[config.mk]
export PLATFORM = sky130hd
export DESIGN_NAME = commit_sequencer
export DESIGN_NICKNAME = d
export VERILOG_FILES = /design/src/rtl/commit_sequencer_pkg.sv /design/src/rtl/commit_sequencer_prio_grant.sv /design/src/rtl/commit_sequencer.sv
export SDC_FILE = /design/constraint.sdc
export NUM_CORES = 1
export LEC_CHECK = 0
export ABC_AREA = 0
export CAP_MARGIN = 20
export CORE_MARGIN = 1
export CORE_UTILIZATION = 35
export CTS_BUF_LIST = sky130_fd_sc_hd__clkbuf_2
export DETAILED_ROUTE_END_ITERATION = 7
export HOLD_SLACK_MARGIN = 0.08
export PLACE_DENSITY = 0.78
export SLEW_MARGIN = 20
export SYNTH_ARGS = -nofsm -noshare
export SYNTH_HDL_FRONTEND = slang
export SYNTH_SLANG_ARGS = --single-unit
[constraint.sdc]
create_clock -name clk -period 2.43 [get_ports clk]
set_clock_uncertainty 0.2 [all_clocks]
set_input_delay 0.486 -clock clk [delete_from_list [all_inputs] [get_ports clk]]
set_output_delay 0.486 -clock clk [all_outputs]
set_load 0.05 [all_outputs]
[src/rtl/commit_sequencer_pkg.sv]
// Shared types and widths for the commit path: commit ids, destination codes
// and the branch result record exchanged between branch modules and the sequencer.
package commit_sequencer_pkg;

  localparam int COMMIT_ID_W = 9;
  localparam int DEST_W      = 4;
  localparam int DATA_W_DEF  = 16;
  localparam int BLOCK_W_DEF = 8;

  typedef struct packed {
    logic [BLOCK_W_DEF-1:0]  block;
    logic [DEST_W-1:0]       dest;
    logic [2*DATA_W_DEF-1:0] result;
    logic [COMMIT_ID_W-1:0]  commit_id;
    logic                    commit_flag;
  } commit_result_t;

endpackage

[src/rtl/commit_sequencer_prio_grant.sv]
// Combinational lowest-index one-hot grant over the request vector, plus
// flags for "any request" and "more than one request".
module prio_grant
  import commit_sequencer_pkg::*;
#(
  parameter int n_lanes = 4
) (
  input  logic [n_lanes-1:0] req,
  output logic [n_lanes-1:0] grant,
  output logic               any_hit,
  output logic               multi_hit
);

  localparam logic [n_lanes-1:0] ONE = {{(n_lanes-1){1'b0}}, 1'b1};

  // isolating the lowest set bit gives the one-hot winner
  assign grant     = req & ~(req - ONE);
  assign any_hit   = |req;
  assign multi_hit = |(req & ~grant);

endmodule

[src/rtl/commit_sequencer.sv]
// Merges per-lane branch results into a single writeback stream released
// strictly in commit_id order, with missing-id watchdog and duplicate-id flags.
module commit_sequencer
  import commit_sequencer_pkg::*;
#(
  parameter int data_width = 16,
  parameter int n_blocks   = 256,
  parameter int n_lanes    = 4,
  parameter int timeout    = 255
) (
  input  logic                                  clk,
  input  logic                                  reset,
  input  logic                                  enable,
  input  logic                                  clear,
  input  logic [n_lanes-1:0]                    in_valid,
  output logic [n_lanes-1:0]                    in_ready,
  input  logic [n_lanes*$clog2(n_blocks)-1:0]   in_block,
  input  logic [n_lanes*DEST_W-1:0]             in_dest,
  input  logic [n_lanes*2*data_width-1:0]       in_result,
  input  logic [n_lanes*COMMIT_ID_W-1:0]        in_commit_id,
  input  logic [n_lanes-1:0]                    in_commit_flag,
  output logic                                  out_valid,
  input  logic                                  out_ready,
  output logic [$clog2(n_blocks)-1:0]           block_out,
  output logic [DEST_W-1:0]                     dest_out,
  output logic [2*data_width-1:0]               result_out,
  output logic [COMMIT_ID_W-1:0]                commit_id_out,
  output logic                                  commit_flag_out,
  output logic [COMMIT_ID_W-1:0]                expected_id,
  output logic                                  err_timeout,
  output logic                                  err_dup
);

  localparam int BLOCK_W = $clog2(n_blocks);
  localparam int RES_W   = 2 * data_width;
  localparam int WD_W    = $clog2(timeout + 1);
  localparam logic [WD_W-1:0] TIMEOUT_V  = WD_W'(timeout);
  localparam logic [WD_W-1:0] TIMEOUT_M1 = WD_W'(timeout - 1);
  localparam logic [WD_W-1:0] WD_ONE     = WD_W'(1);
  localparam logic [COMMIT_ID_W-1:0] ID_ONE = COMMIT_ID_W'(1);

  logic [n_lanes-1:0]     elig_s;
  logic [n_lanes-1:0]     grant_s;
  logic [n_lanes-1:0]     in_ready_s;
  logic                   any_elig_s;
  logic                   multi_elig_s;
  logic                   space_s;
  logic                   take_s;
  logic                   any_valid_s;
  logic [BLOCK_W-1:0]     sel_block_s;
  logic [DEST_W-1:0]      sel_dest_s;
  logic [RES_W-1:0]       sel_result_s;
  logic [COMMIT_ID_W-1:0] sel_id_s;
  logic                   sel_flag_s;

  logic                   out_valid_r;
  logic [BLOCK_W-1:0]     block_r;
  logic [DEST_W-1:0]      dest_r;
  logic [RES_W-1:0]       result_r;
  logic [COMMIT_ID_W-1:0] commit_id_r;
  logic                   commit_flag_r;
  logic [COMMIT_ID_W-1:0] expected_id_r;
  logic [WD_W-1:0]        wd_r;
  logic                   err_timeout_r;
  logic                   err_dup_r;

  // a lane is eligible when it presents exactly the next id to release
  always_comb begin
    elig_s = '0;
    for (int k = 0; k < n_lanes; k++) begin
      elig_s[k] = in_valid[k] & (in_commit_id[k*COMMIT_ID_W +: COMMIT_ID_W] == expected_id_r);
    end
  end

  prio_grant #(.n_lanes(n_lanes)) u_prio_grant (
    .req       (elig_s),
    .grant     (grant_s),
    .any_hit   (any_elig_s),
    .multi_hit (multi_elig_s)
  );

  assign any_valid_s = |in_valid;
  assign space_s     = ~out_valid_r | out_ready;
  assign in_ready_s  = {n_lanes{enable & space_s & ~clear}} & grant_s;
  assign take_s      = |(in_ready_s & in_valid);

  // AND-OR select of the granted lane's fields; grant is one-hot or zero
  always_comb begin
    sel_block_s  = '0;
    sel_dest_s   = '0;
    sel_result_s = '0;
    sel_id_s     = '0;
    sel_flag_s   = 1'b0;
    for (int k = 0; k < n_lanes; k++) begin
      sel_block_s  = sel_block_s  | (in_block[k*BLOCK_W +: BLOCK_W] & {BLOCK_W{grant_s[k]}});
      sel_dest_s   = sel_dest_s   | (in_dest[k*DEST_W +: DEST_W] & {DEST_W{grant_s[k]}});
      sel_result_s = sel_result_s | (in_result[k*RES_W +: RES_W] & {RES_W{grant_s[k]}});
      sel_id_s     = sel_id_s     | (in_commit_id[k*COMMIT_ID_W +: COMMIT_ID_W] & {COMMIT_ID_W{grant_s[k]}});
      sel_flag_s   = sel_flag_s   | (in_commit_flag[k] & grant_s[k]);
    end
  end

  // output stage, release pointer, watchdog and sticky error flags
  always_ff @(posedge clk) begin
    if (reset || clear) begin
      out_valid_r   <= 1'b0;
      block_r       <= '0;
      dest_r        <= '0;
      result_r      <= '0;
      commit_id_r   <= '0;
      commit_flag_r <= 1'b0;
      expected_id_r <= '0;
      wd_r          <= '0;
      err_timeout_r <= 1'b0;
      err_dup_r     <= 1'b0;
    end else if (enable) begin
      if (take_s) begin
        out_valid_r   <= 1'b1;
        block_r       <= sel_block_s;
        dest_r        <= sel_dest_s;
        result_r      <= sel_result_s;
        commit_id_r   <= sel_id_s;
        commit_flag_r <= sel_flag_s;
        expected_id_r <= expected_id_r + ID_ONE;
      end else if (out_ready) begin
        out_valid_r <= 1'b0;
      end
      if (multi_elig_s) begin
        err_dup_r <= 1'b1;
      end
      // an eligible lane stalled only by back-pressure holds the count
      if (take_s || !any_valid_s) begin
        wd_r <= '0;
      end else if (!any_elig_s && (wd_r != TIMEOUT_V)) begin
        wd_r <= wd_r + WD_ONE;
        if (wd_r == TIMEOUT_M1) begin
          err_timeout_r <= 1'b1;
        end
      end
    end
  end

  assign in_ready        = in_ready_s;
  assign out_valid       = out_valid_r;
  assign block_out       = block_r;
  assign dest_out        = dest_r;
  assign result_out      = result_r;
  assign commit_id_out   = commit_id_r;
  assign commit_flag_out = commit_flag_r;
  assign expected_id     = expected_id_r;
  assign err_timeout     = err_timeout_r;
  assign err_dup         = err_dup_r;

endmodule

* Word-level counts from Yosys, hierarchy flattened
Index checks and enable logic that the tools add are counted.
** Storage, ports and cells
- Flip-flop bits (word level) :: 74
- Input bits :: 225
- Output and inout port bits :: 70
- Logic and storage cells :: 90
** Cells by class
- $add $sub $neg :: 3
- Eq/ne operators :: 6
- Mux-type cells :: 4
- Bitwise operators :: 51
- Reduce and logical (&&, ||, !) cells :: 16
** Operators with widths (number)
- AND 32 bit :: 4
- OR 32 bit :: 3
- AND 9 bit :: 4
- == test 9 bit :: 4
- AND 4 bit :: 8
- AND 8 bit :: 4
- OR 9 bit :: 3
- OR 8 bit :: 3
- 2-to-1 mux 8 bit :: 2
- OR reduction 4 bit :: 4
- OR 4 bit :: 3
- AND 1 bit :: 10
- adder 9 x 1 -> 9 bit, second input constant :: 1
- adder 8 x 1 -> 8 bit, second input constant :: 1
- == test 8 bit, second input constant :: 1
- != test 8 bit, second input constant :: 1
- NOT 4 bit :: 2
- AND reduction 2 bit :: 4
- OR 1 bit :: 4
- AND reduction 4 bit :: 1
- nonzero test 2 bit :: 2
- subtractor 4 x 1 -> 4 bit, second input constant :: 1
- NOT 1 bit :: 3
- logical NOT 1 bit :: 2
- other kinds (3) :: 5

* Logic depth before layout (Yosys ltp)
- Word-level depth :: 11
- Gate-level depth with buffers :: 10
- Mapped depth without buffers :: 6

* By module
From an unflattened synthesis, not the netlist that was laid out.
** Unflattened totals
- Cell total of the unflattened synthesis :: 517
- Area total of the unflattened synthesis :: 4364.2 µm²
** By module, submodules not included
- commit_sequencer :: times used 1, cells an instance 509, area each 4305.4 µm², sequential area each 1481.4 µm²
- prio_grant :: times used 1, cells an instance 8, area each 58.8 µm², sequential area each 0.0 µm²

* Least setup slack after synthesis
Ideal clock, no wire load.
- Kind :: flip-flop to output port
- Start point :: register expected_id_r[0] (netlist: expected_id[0])
- End point :: output port in_ready[2]
- Data arrival time :: 3.215 ns
- Required time :: 1.744 ns
- Setup slack :: -1.471 ns
- Stages on the path, launching flop included :: 9
- Buffers on the path :: 4
- Cells stage by stage :: dfxtp_1 -> buf_4 -> xnor2_1 -> nand4_1 -> nor3_2 -> buf_2 -> buf_2 -> buf_1 -> nor4_1
** On the way
- Word-level cells in the longest chain between the ends :: 6
- Elaborated cells on any way between the ends :: 10
- Classes of those cells :: add/sub (1); eq/ne (3); bitwise (6)
** Ends and longest elaborated chain
- start: declaration :: line commit_sequencer.sv:62 : logic [COMMIT_ID_W-1:0] expected_id_r;
- start signal: assignment :: line commit_sequencer.sv:124 : expected_id_r <= expected_id_r + ID_ONE;
- == test 9 bit :: line commit_sequencer.sv:71 : elig_s[k] = in_valid[k] & (in_commit_id[k*COMMIT_ID_W +: COMMIT_ID_W] == expected_id_r);
- AND 1 bit :: line commit_sequencer.sv:71
- subtractor 4 x 1 -> 4 bit :: line commit_sequencer_prio_grant.sv:17 : assign grant = req & ~(req - ONE);
- NOT 4 bit :: line commit_sequencer_prio_grant.sv:17
- AND 4 bit (*) :: line commit_sequencer_prio_grant.sv:17
- AND 4 bit (*) :: line commit_sequencer.sv:84 : assign in_ready_s = {n_lanes{enable & space_s & ~clear}} & grant_s;
- end: declaration :: line commit_sequencer.sv:16 : output logic [n_lanes-1:0] in_ready,
Mark *: on every way between the ends. The rest lies on a longest branch, timed or not.

* Final worst setup path
- Start point :: register expected_id_r[0] (netlist: expected_id[0])
- End point :: output port in_ready[3]
The elaborated chain is that of the path after synthesis.

==> impl_results.md <==
- Outcome: finished with violations
- Failing checks: negative setup slack
- Post-DRT Antenna Nets: 0
- DRC viols: 0
- TritonCTS clock tree: done
- Core area: 15,100 um2
- Multi-input gate area: 4180 um2
- Rel. slew slack: 63.3%
- GRT Overall Usage: 30.4%
- Crit. End Element: output pin
- Count of final hold-check violations: 0
- Post-CTS Hold Buffers: 0
- Pin count of the biggest net entering global routing: 61
- Tmin final: 3.11 ns
- Fin. max-slew vios: 0
- Pre-Repair DR Iteration Count: 5
- Syn_area_per_cell: 7.33 um2
- Fin util: 69.1%
- Initial antenna violation count: 1
- Leakage: 4.07 nW
- Die Height: 126 um
- Worst setup SP type: flop
- Final global-route overflow total: 0
- CTS max path bufs: 2
- Synth area leader: dfxtp_1
- Async SR Flop Fraction: 0%
- Total CTS buffers: 9
- Vias in the first global route: 7,158
- Max Clock Freq: 322 MHz
- Worst slew pin tran: 0.552 ns
- Final RePlAce weighted congestion: 0.934
- RSZ-0062 raised after global routing: true
- Die Area: 16,000 um2
- Fill cells: 1,181
- Wire per inst: 19.7 um
- Largest fanout on the critical path: 5
- Netlist cell types: 54
- WP data required: 1.74 ns
- Worst min path class: flop to flop
- Max_cap viols: 0
- Synth warn: 0
- Initial core utilization: 35.8%
- Setup_tns: -26.66 ns
- DR vias: 7,506
- Worst EP arrival: 2.42 ns
- Die W: 126 um
- Nets: 1,334
- IO Count: 295
- Post-synth top flop: dfxtp_1
- Post-synth EDFFs: 0
- PwrDens: 237 nW/um2
- Clk_lat worst skew: 0.57 ns
- Synthesis-to-layout area growth: 93.3%
- Fin crit share: 128%
- Main area contributors after synthesis: dfxtp_1 (27%), a21oi_1 (7.4%), xnor2_1 (5.8%), nand2_1 (4.8%), o21a_1 (4.7%)
- First-pass GRT wire length: 38.0 mm
- Critical path type: flop to output pin
- Final wirelength: 25.6 mm
- Rows: 45
- Vias/cell: 5.78
- Final worst slack: -0.677 ns
- CTS root buf: clkbuf_2
- DR iter-0 viols: 568
- VDD IR-drop max: 144 uV
- Final setup vio count: 74
- Syn Nets: 967
- FF+latch area: 1520 um2
- Mapped Area: 5420 um2
- Port Buffers: 294
- Cell count after synthesis: 739
- Clk slew on worst S/H paths: 0.21 ns
- Seq/Total Area, Yosys: 27.4%
- Top cell type's share of synthesized area: 27.4%
- Post-DP HPWL: 17.3 mm
- Clock Sink Count: 74
- Share of layout cells above drive strength 1: 27.7%
- H-tree lvl count: 3
- Register bit total from synthesis: 74
==> routing by layer <==
layer / GRT usage [%] / vias to the layer above / routed length, um
li1: - / 3482 / -
met1: 37.9 / 3534 / 10100
met2: 50.1 / 409 / 12400
met3: 6.54 / 81 / 2060
met4: 14.4 / 0 / 1070
met5: 0 / - / 0
==> final timing paths <==
path,start,depth (start not counted),slack (ns),to
setup / recovery,expected_id[0],8,-0.68,in_ready[3]
hold / removal,out_valid,2,0.28,out_valid
setup reg to reg,expected_id[0],13,-0.47,result_out[16]
hold reg to reg,out_valid,2,0.28,out_valid
==> cell usage after synthesis (3+ instances only) <==
master / number
a21oi_1: 80
dfxtp_1: 74
nand2_1: 69
clkbuf_1: 41
inv_1: 40
nor4_1: 37
xnor2_1: 36
nand4_1: 35
o21a_1: 34
a31oi_1: 33
nor2_1: 30
o21ai_1: 30
o21ai_0: 29
nand2b_1: 21
a221oi_1: 20
o311ai_0: 20
buf_2: 18
nand3_1: 9
buf_4: 8
or4_1: 7
buf_6: 6
o31ai_1: 6
or3_1: 6
buf_1: 4
and3_1: 3
ha_1: 3
o211ai_1: 3
==> registers in the layout (all words and copies together) (netlist names) <==
| register | count |
|---|---|
| block_out | 8 |
| wd_r | 8 |
| err_timeout | 1 |
| err_dup | 1 |
| dest_out | 4 |
| commit_flag_out | 1 |
| commit_id_out | 9 |
| result_out | 32 |
| expected_id | 9 |
| out_valid | 1 |
==> power breakdown <==
group	internal (mW)	total, mW	switching [mW]
combinational	0.432	0.668	0.236
clock	0.131	0.608	0.477
sequential	1.21	1.21	0.00194
total	1.77	2.49	0.715
==> through the flow <==
stage | hold WS, ns | cells | power, mW | area, um2 | setup slack (ns)
after floorplan | 0.242 | 739 | 1.36 | 5640 | -0.340
after detailed placement | 0.264 | 1233 | 1.83 | 9200 | -0.712
after CTS | 0.265 | 1284 | 2.45 | 9980 | -0.568
after global placement | 0.255 | 1233 | 1.82 | 9200 | -0.639
after global routing | 0.286 | 1299 | 2.58 | 10500 | -0.753
final | 0.280 | 1299 | 2.49 | 10500 | -0.677
==> worst max-delay path: stages, from the launching register on <==
cell and delay (ns):
dfxtp_4 0.44, xnor2_1 0.25, nand4_1 0.20, buf_4 0.20, nor3_4 0.22, buf_6 0.16, nor4_4 0.05, and2_4 0.17
buf_12 0.14
==> timing repair <==
item                       4_1_cts  5_1_grt
pin swaps                       50       34
setup endpoints to repair      127       82
gates resized for setup        182       98
cloned                           6        1
buffers inserted                31       20
==> cells in the final DEF, fill, tap and decap left out, types with 7 or more instances in the layout <==
cell type / instances
inv_1: 40
xnor2_2: 14
nor2_1: 25
dfxtp_4: 9
xnor2_1: 15
o21ai_2: 43
nand2_1: 65
clkdlybuf4s50_1: 222
xnor2_4: 7
o21a_1: 34
a221oi_1: 19
dfxtp_1: 65
a21oi_2: 16
a31oi_1: 33
buf_6: 28
dlygate4sd2_1: 58
buf_4: 94
clkbuf_2: 16
buf_12: 19
nand4_1: 35
nand2b_1: 21
o311ai_0: 18
a21oi_1: 64
nor4_1: 35
nand3_1: 7
==> layout make-up <==
cell class	count	area share, %
Timing Repair Buffer	434	41.1
Multi-Input combinational cell	547	40.0
Sequential cell	74	14.5
Tap cell	188	2.25
Inverter	40	1.43
Clock buffer	11	0.526
Clock inverter	4	0.191
Antenna cell	1	0.0239
==> cell families after synthesis <==
group,count (synthesis),synth area share (%)
compound gates,269,31.9
xor+xnor,36,5.82
fa+ha+maj,4,0.878
buf+inv,118,10.0
flops,74,27.4
mux,1,0.185
simple gates,237,23.9
Power figures use the tool's default switching activity.
